## src/rtl/pc_sequencer.sv

```systemverilog
// Program-counter sequencer: owns the fetch PC and picks the next PC from step, stall, redirect and RAS.
// Optional return-address stack is enabled by defining PC_RAS_EN.
module pc_sequencer #(
   parameter int unsigned REG_DATA_WIDTH = 32,
   parameter logic [31:0] RESET_PC       = 32'hcc,
   parameter int unsigned PC_STEP        = 4,
   parameter int unsigned RAS_DEPTH      = 4
) (
   input  logic                      clk,
   input  logic                      rst_n,
   input  logic                      stall_i,
   input  logic                      redirect_valid_i,
   input  logic [REG_DATA_WIDTH-1:0] redirect_pc_i,
   input  logic                      call_i,
   input  logic                      ret_i,
   output logic [REG_DATA_WIDTH-1:0] pc_o,
   output logic [REG_DATA_WIDTH-1:0] pc_plus_o,
   output logic                      pc_valid_o,
   output logic                      misalign_o,
   output logic                      ras_empty_o,
   output logic                      ras_full_o,
   output logic                      ras_err_o
);

   localparam int unsigned W      = REG_DATA_WIDTH;
   localparam int unsigned RAS_AW = $clog2(RAS_DEPTH);

   localparam logic [W-1:0] RESET_VAL = W'(RESET_PC);
   localparam logic [W-1:0] STEP_VAL  = W'(PC_STEP);
   localparam logic [W-1:0] STEP_MASK = W'(PC_STEP - 1);

   localparam logic [0:0] ST_RESET = 1'b0;
   localparam logic [0:0] ST_RUN   = 1'b1;

   logic [0:0]   state_q, state_d;
   logic [W-1:0] pc_q, pc_d;
   logic         misalign_q, misalign_d;
   logic         run;
   logic         ras_pop;
   logic [W-1:0] ras_top;

   assign run        = (state_q == ST_RUN);
   assign pc_o       = pc_q;
   assign pc_plus_o  = pc_q + STEP_VAL;
   assign pc_valid_o = run;
   assign misalign_o = misalign_q;

   // Priority: redirect (beats stall), stall, return, sequential step.
   always_comb begin
      state_d    = ST_RUN;
      pc_d       = pc_q;
      misalign_d = 1'b0;
      if (run) begin
         if (redirect_valid_i) begin
            pc_d       = redirect_pc_i & ~STEP_MASK;
            misalign_d = |(redirect_pc_i & STEP_MASK);
         end else if (!stall_i) begin
            if (ras_pop) begin
               pc_d = ras_top;
            end else begin
               pc_d = pc_plus_o;
            end
         end
      end
   end

   always_ff @(posedge clk or negedge rst_n) begin
      if (!rst_n) begin
         state_q    <= ST_RESET;
         pc_q       <= RESET_VAL;
         misalign_q <= 1'b0;
      end else begin
         state_q    <= state_d;
         pc_q       <= pc_d;
         misalign_q <= misalign_d;
      end
   end

`ifdef PC_RAS_EN
   localparam logic [RAS_AW:0]   CNT_FULL = (RAS_AW+1)'(RAS_DEPTH);
   localparam logic [RAS_AW-1:0] PTR_ONE  = RAS_AW'(1);
   localparam logic [RAS_AW:0]   CNT_ONE  = (RAS_AW+1)'(1);

   logic [W-1:0]      ras_mem [RAS_DEPTH];
   logic [RAS_AW-1:0] top_q, top_d, top_inc;
   logic [RAS_AW:0]   cnt_q, cnt_d;
   logic              ras_err_q, ras_err_d;
   logic              ras_push;
   logic              ret_take;

   assign ras_push  = run && redirect_valid_i && call_i;
   assign ret_take  = run && !redirect_valid_i && !stall_i && ret_i;
   assign ras_pop   = ret_take && (cnt_q != '0);
   assign ras_err_d = ret_take && (cnt_q == '0);
   assign top_inc   = top_q + PTR_ONE;
   assign ras_top   = ras_mem[top_q];

   // A push into a full stack wraps onto the oldest slot; the count saturates.
   always_comb begin
      top_d = top_q;
      cnt_d = cnt_q;
      if (ras_push) begin
         top_d = top_inc;
         if (cnt_q != CNT_FULL) begin
            cnt_d = cnt_q + CNT_ONE;
         end
      end else if (ras_pop) begin
         top_d = top_q - PTR_ONE;
         cnt_d = cnt_q - CNT_ONE;
      end
   end

   always_ff @(posedge clk) begin
      if (ras_push) begin
         ras_mem[top_inc] <= pc_plus_o;
      end
   end

   always_ff @(posedge clk or negedge rst_n) begin
      if (!rst_n) begin
         top_q     <= '0;
         cnt_q     <= '0;
         ras_err_q <= 1'b0;
      end else begin
         top_q     <= top_d;
         cnt_q     <= cnt_d;
         ras_err_q <= ras_err_d;
      end
   end

   assign ras_empty_o = (cnt_q == '0);
   assign ras_full_o  = (cnt_q == CNT_FULL);
   assign ras_err_o   = ras_err_q;
`else
   logic [RAS_AW:0] unused_ras;

   assign unused_ras  = {{RAS_AW{1'b0}}, call_i ^ ret_i};
   assign ras_pop     = 1'b0;
   assign ras_top     = '0;
   assign ras_empty_o = 1'b1;
   assign ras_full_o  = 1'b0;
   assign ras_err_o   = 1'b0;
`endif

endmodule
```

## config.mk

```make
export PLATFORM = sky130hd
export DESIGN_NAME = pc_sequencer
export DESIGN_NICKNAME = d
export VERILOG_FILES = /design/src/rtl/pc_sequencer.sv
export SDC_FILE = /design/constraint.sdc
export NUM_CORES = 1
export LEC_CHECK = 0
export BUFFER_PORTS_ARGS = -buffer_cell sky130_fd_sc_hd__buf_2
export CAP_MARGIN = 20
export CORE_MARGIN = 3
export CORE_UTILIZATION = 43
export DETAILED_ROUTE_END_ITERATION = 16
export PLACE_DENSITY = 0.72
export SLEW_MARGIN = 10
export SYNTH_ARGS = -nofsm -noshare
export SYNTH_HDL_FRONTEND = slang
export SYNTH_SLANG_ARGS = --single-unit
```

## constraint.sdc

```tcl
create_clock -name clk -period 2.9 [get_ports clk]
set_input_delay 0.58 -clock clk [delete_from_list [all_inputs] [get_ports clk]]
set_output_delay 0.58 -clock clk [all_outputs]
set_load 0.1 [all_outputs]
```

# Word-level counts from Yosys, hierarchy flattened

Index checks and enable logic that the tools add are counted.

$add $sub $neg: 1
Eq/ne operators: 1
Muxes and demuxes: 4
Reductions and logical operators: 2

Operators with widths:

| operator                                                                 | number |
|---|---|
| 32-bit two-way mux                                                       | 2 |
| 32-bit by 3-bit adder with 32-bit output (second input constant)         | 1 |
| 1-bit two-way mux                                                        | 2 |
| 2-bit by 1-bit inequality test with 1-bit output (second input constant) | 1 |
| 2-bit AND reduction                                                      | 1 |
| 2-bit OR reduction                                                       | 1 |

Bits in registers: 34
Word-level logic and storage cells: 11

# Logic depth before layout (Yosys ltp)

Depth in word-level cells: 3
Depth in mapped cells: 6
Gate-level depth less buffers: 5

# Least setup slack after synthesis

OpenSTA, ideal clock, no wires.

Path kind: flip-flop to output port
From: reg pc_q[8] (netlist: pc_o[8])
To: out pc_plus_o[18]
Arrival: 3,763 ps
Path slack: -1,443 ps
Stages on the path, launching flop included: 6
Cells stage by stage: dfrtp_1 -> buf_2 -> nand4_1 -> nor4_1 -> nand3_1 -> xnor2_1

Cells in the longest elaborated chain, start to end: 1

RTL lines:

| what                                     | RTL line | text |
|---|---|---|
| start, declared                          | 36       | `logic [W-1:0] pc_q, pc_d;` |
| start signal, assigned                   | 74       | `pc_q <= pc_d;` |
| 32-bit by 3-bit adder with 32-bit output | 44       | `assign pc_plus_o = pc_q + STEP_VAL;` |
| end, declared                            | 17       | `output logic [REG_DATA_WIDTH-1:0] pc_plus_o,` |

Every way passes these cells.

# Final worst setup path

From: reg pc_q[2] (netlist: pc_o[2])
To: out pc_plus_o[14]

Same word-level chain as after synthesis.

==> impl_metrics.tcl <==
set metrics [dict create \
    status "complete, no violations" \
    row_count 27 \
    rsz0062_at_grt "false" \
    layout_commonest_cell "buf_2" \
    multi_input_area_mm2 0.002225 \
    gp_congestion 0.9031 \
    grt_pass1_wl_um 14460 \
    period_share_pct 98.29 \
    ir_drop_uv 546.9 \
    finalCriticalPeriod_ns 2.850 \
    synthCells 328 \
    ys_ff_latch 32 \
    antenna_left 0 \
    postSynth.asyncResetShare_pct 100.0 \
    antenna_found_initial 0 \
    grt_pass1_vias 2913 \
    fill_cells 441 \
    drt_iter0_markers 235 \
    synthFlopType "dfrtp_1" \
    dpl_worst_slack_ns 0.2742 \
    cp.required_ns 2.32 \
    crit_top_cell "buf_4" \
    ys_seq_area_share_pct 30.65 \
    yosysWarnings 0 \
    cpLargestDelayFamily "flip-flops" \
    fin_ws_ns 0.04971 \
    drive_above_1_share_pct 47.53 \
    syn-cell-area_mm2 0.002629 \
    tns_ns 0 \
    die_h_um 84.19 \
    hold_path_class "in2async" \
    grt_max_degree 33 \
    grt_use_total_pct 24.67 \
    crit_chain "ha_4 -> nand3_2 -> buf_4 -> nor4_1 -> buf_4 -> xor2_4 -> buf_12" \
    hold_viol 0 \
    clk_pin_slew_ns 0.07 \
    antennaDiodeCount 0 \
    fp.coreArea_mm2 0.005709 \
    worst-path-buf-inv 3 \
    p_leak_uw 0.001753 \
    wl_per_cell_um 18.09 \
    clockRootBuffer "clkbuf_8" \
    finalSetupViolations 0 \
    slew_headroom_pct 49.96 \
    synth_edf_count 0 \
    first_pass_iters 4 \
    worstPathArrival_ns 2.27 \
    clock_path_buffers 2 \
    drv_slew 0 \
    clk_latency_ns 0.29 \
    vias_per_cell 6.109 \
    worstSetupPathType "reg2out" \
    syn_avg_cell_area_um2 8.015 \
    timing.rr.start "pc_o[2]$_DFFE_PN1P_" \
    cap_violations 0 \
    tritoncts "yes" \
    r2r_end "pc_o[20]$_DFFE_PN0P_" \
    num_vias 3036 \
    finalNetCount 463 \
    rrSetupSlack_ns 0.80 \
    endpoint_kind "output pin" \
    power_density_mw_per_mm2 717.2 \
    ys_types 52 \
    crit_slowest_cell "dfstp_4" \
    routed_wl_um 8990 \
    reg2reg_depth 5 \
    synthTopCellsByArea "dfrtp_1, xnor2_1, and3_1" \
    critPathLaunchType "flop" \
    ctsHoldBuffers 0 \
    port_buffers 97 \
    cts_buffers 5 \
    cts_sinks 32 \
    synth.top_cell.area_share_pct 26.65 \
    drc_errors 0 \
    fin_util_pct 74.64 \
    worst_pin_slew_ns 0.7506 \
    syn2layout_area_growth_pct 62.11 \
    grt_overflow 0 \
    die_w_um 84.19 \
    crit_path_max_fanout 7 \
    regArea_um2 874.6 \
    dp_hpwl_um 6373 \
    htree_num_levels 2 \
    worst_path_largest_cell_delay_ns 0.66 \
    die-area_mm2 0.007088 \
    hold_slack_ns 0.3504 \
    synth_top_cell_by_area "dfrtp_1" \
    initial_core_util_pct 46.04 \
    skew_ns 0.006544 \
    layout_common_cells "buf_2, buf_12" \
    clock.fmax_mhz 350.8 \
    io_pins 107 \
]
-- worst max path at each step --
stage	cells past startpoint	start	slack, ns	to
3_5_place_dp	5	pc_o[3]$_DFFE_PN1P_	0.27	pc_plus_o[17]
2_1_floorplan	5	pc_o[3]$_DFFE_PN1P_	-0.30	pc_plus_o[18]
3_3_place_gp	6	pc_o[2]$_DFFE_PN1P_	0.30	pc_plus_o[20]
5_1_grt	5	pc_o[6]$_DFFE_PN1P_	0.001	pc_plus_o[26]
4_1_cts	5	pc_o[6]$_DFFE_PN1P_	-0.01	pc_plus_o[26]
6_report	7	pc_o[2]$_DFFE_PN1P_	0.05	pc_plus_o[14]
-- timing repair --
item	in CTS	in global routing
buffers inserted	0	4
cloned	0	1
pin swaps	1	4
setup endpoints to repair	5	17
resized for setup	3	10
-- layer usage --
metal,track usage (%),routed length (um)
met2,42.18,4512
met3,4.416,692
met4,5.994,125
met5,0,0
met1,32.42,3660
-- per-stage QoR --
| step | cells | area (um^2) | power (uW) |
|---|---|---|---|
| global route | 497 | 4262 | 3159 |
| finish | 497 | 4262 | 3057 |
| global placement | 484 | 4074 | 2667 |
| CTS | 492 | 4170 | 3034 |
| floorplan | 334 | 3236 | 2262 |
| detailed placement | 484 | 4074 | 2687 |
-- cell usage after synthesis (all sizes together) (2+ instances only) --
cell	n
clkbuf	20
inv	12
nor2	17
o21ai	14
nor3	9
dfstp	4
a311o	2
a31oi	2
a211o	2
and4b	2
or4	2
nand3	24
dfrtp	28
nor4	9
xor2	8
nand2	19
and3	20
nand4	15
or3b	2
xnor2	20
o2bb2ai	6
conb	2
o211ai	14
o311ai	5
buf	12
a2bb2oi	2
nand3b	2
mux2i	3
or3	9
and4	5
a21oi	19
a22oi	4
-- final cells by class --
type	instances	area share [%]
timing repair buffer	114	22.20
tap	72	2.114
sequential	32	20.52
multi-input combinational	259	52.20
inverter	12	1.057
clock buffer	7	1.791
clock inverter	1	0.1174
-- power by group --
part	internal [uW]	total [uW]	switching, uW
combinational	501	1950	1450
clock	169	346	178
sequential	553	760	206
total	1220	3060	1830
-- state kept, by name, indices dropped and copies added (netlist names) --
register,cells
pc_o,30
misalign_o,1
pc_valid_o,1
-- kinds of logic after synthesis --
kind of cell	after synthesis	share of synthesized area [%]
fa+ha+maj	1	0.4759
compound gates	79	20.66
xor+xnor	28	9.329
simple gates	139	29.89
mux	3	1.142
other cells	2	0.2857
buf+inv	44	7.567
flops	32	30.65
No activity file was read; power rests on OpenSTA's default activity.
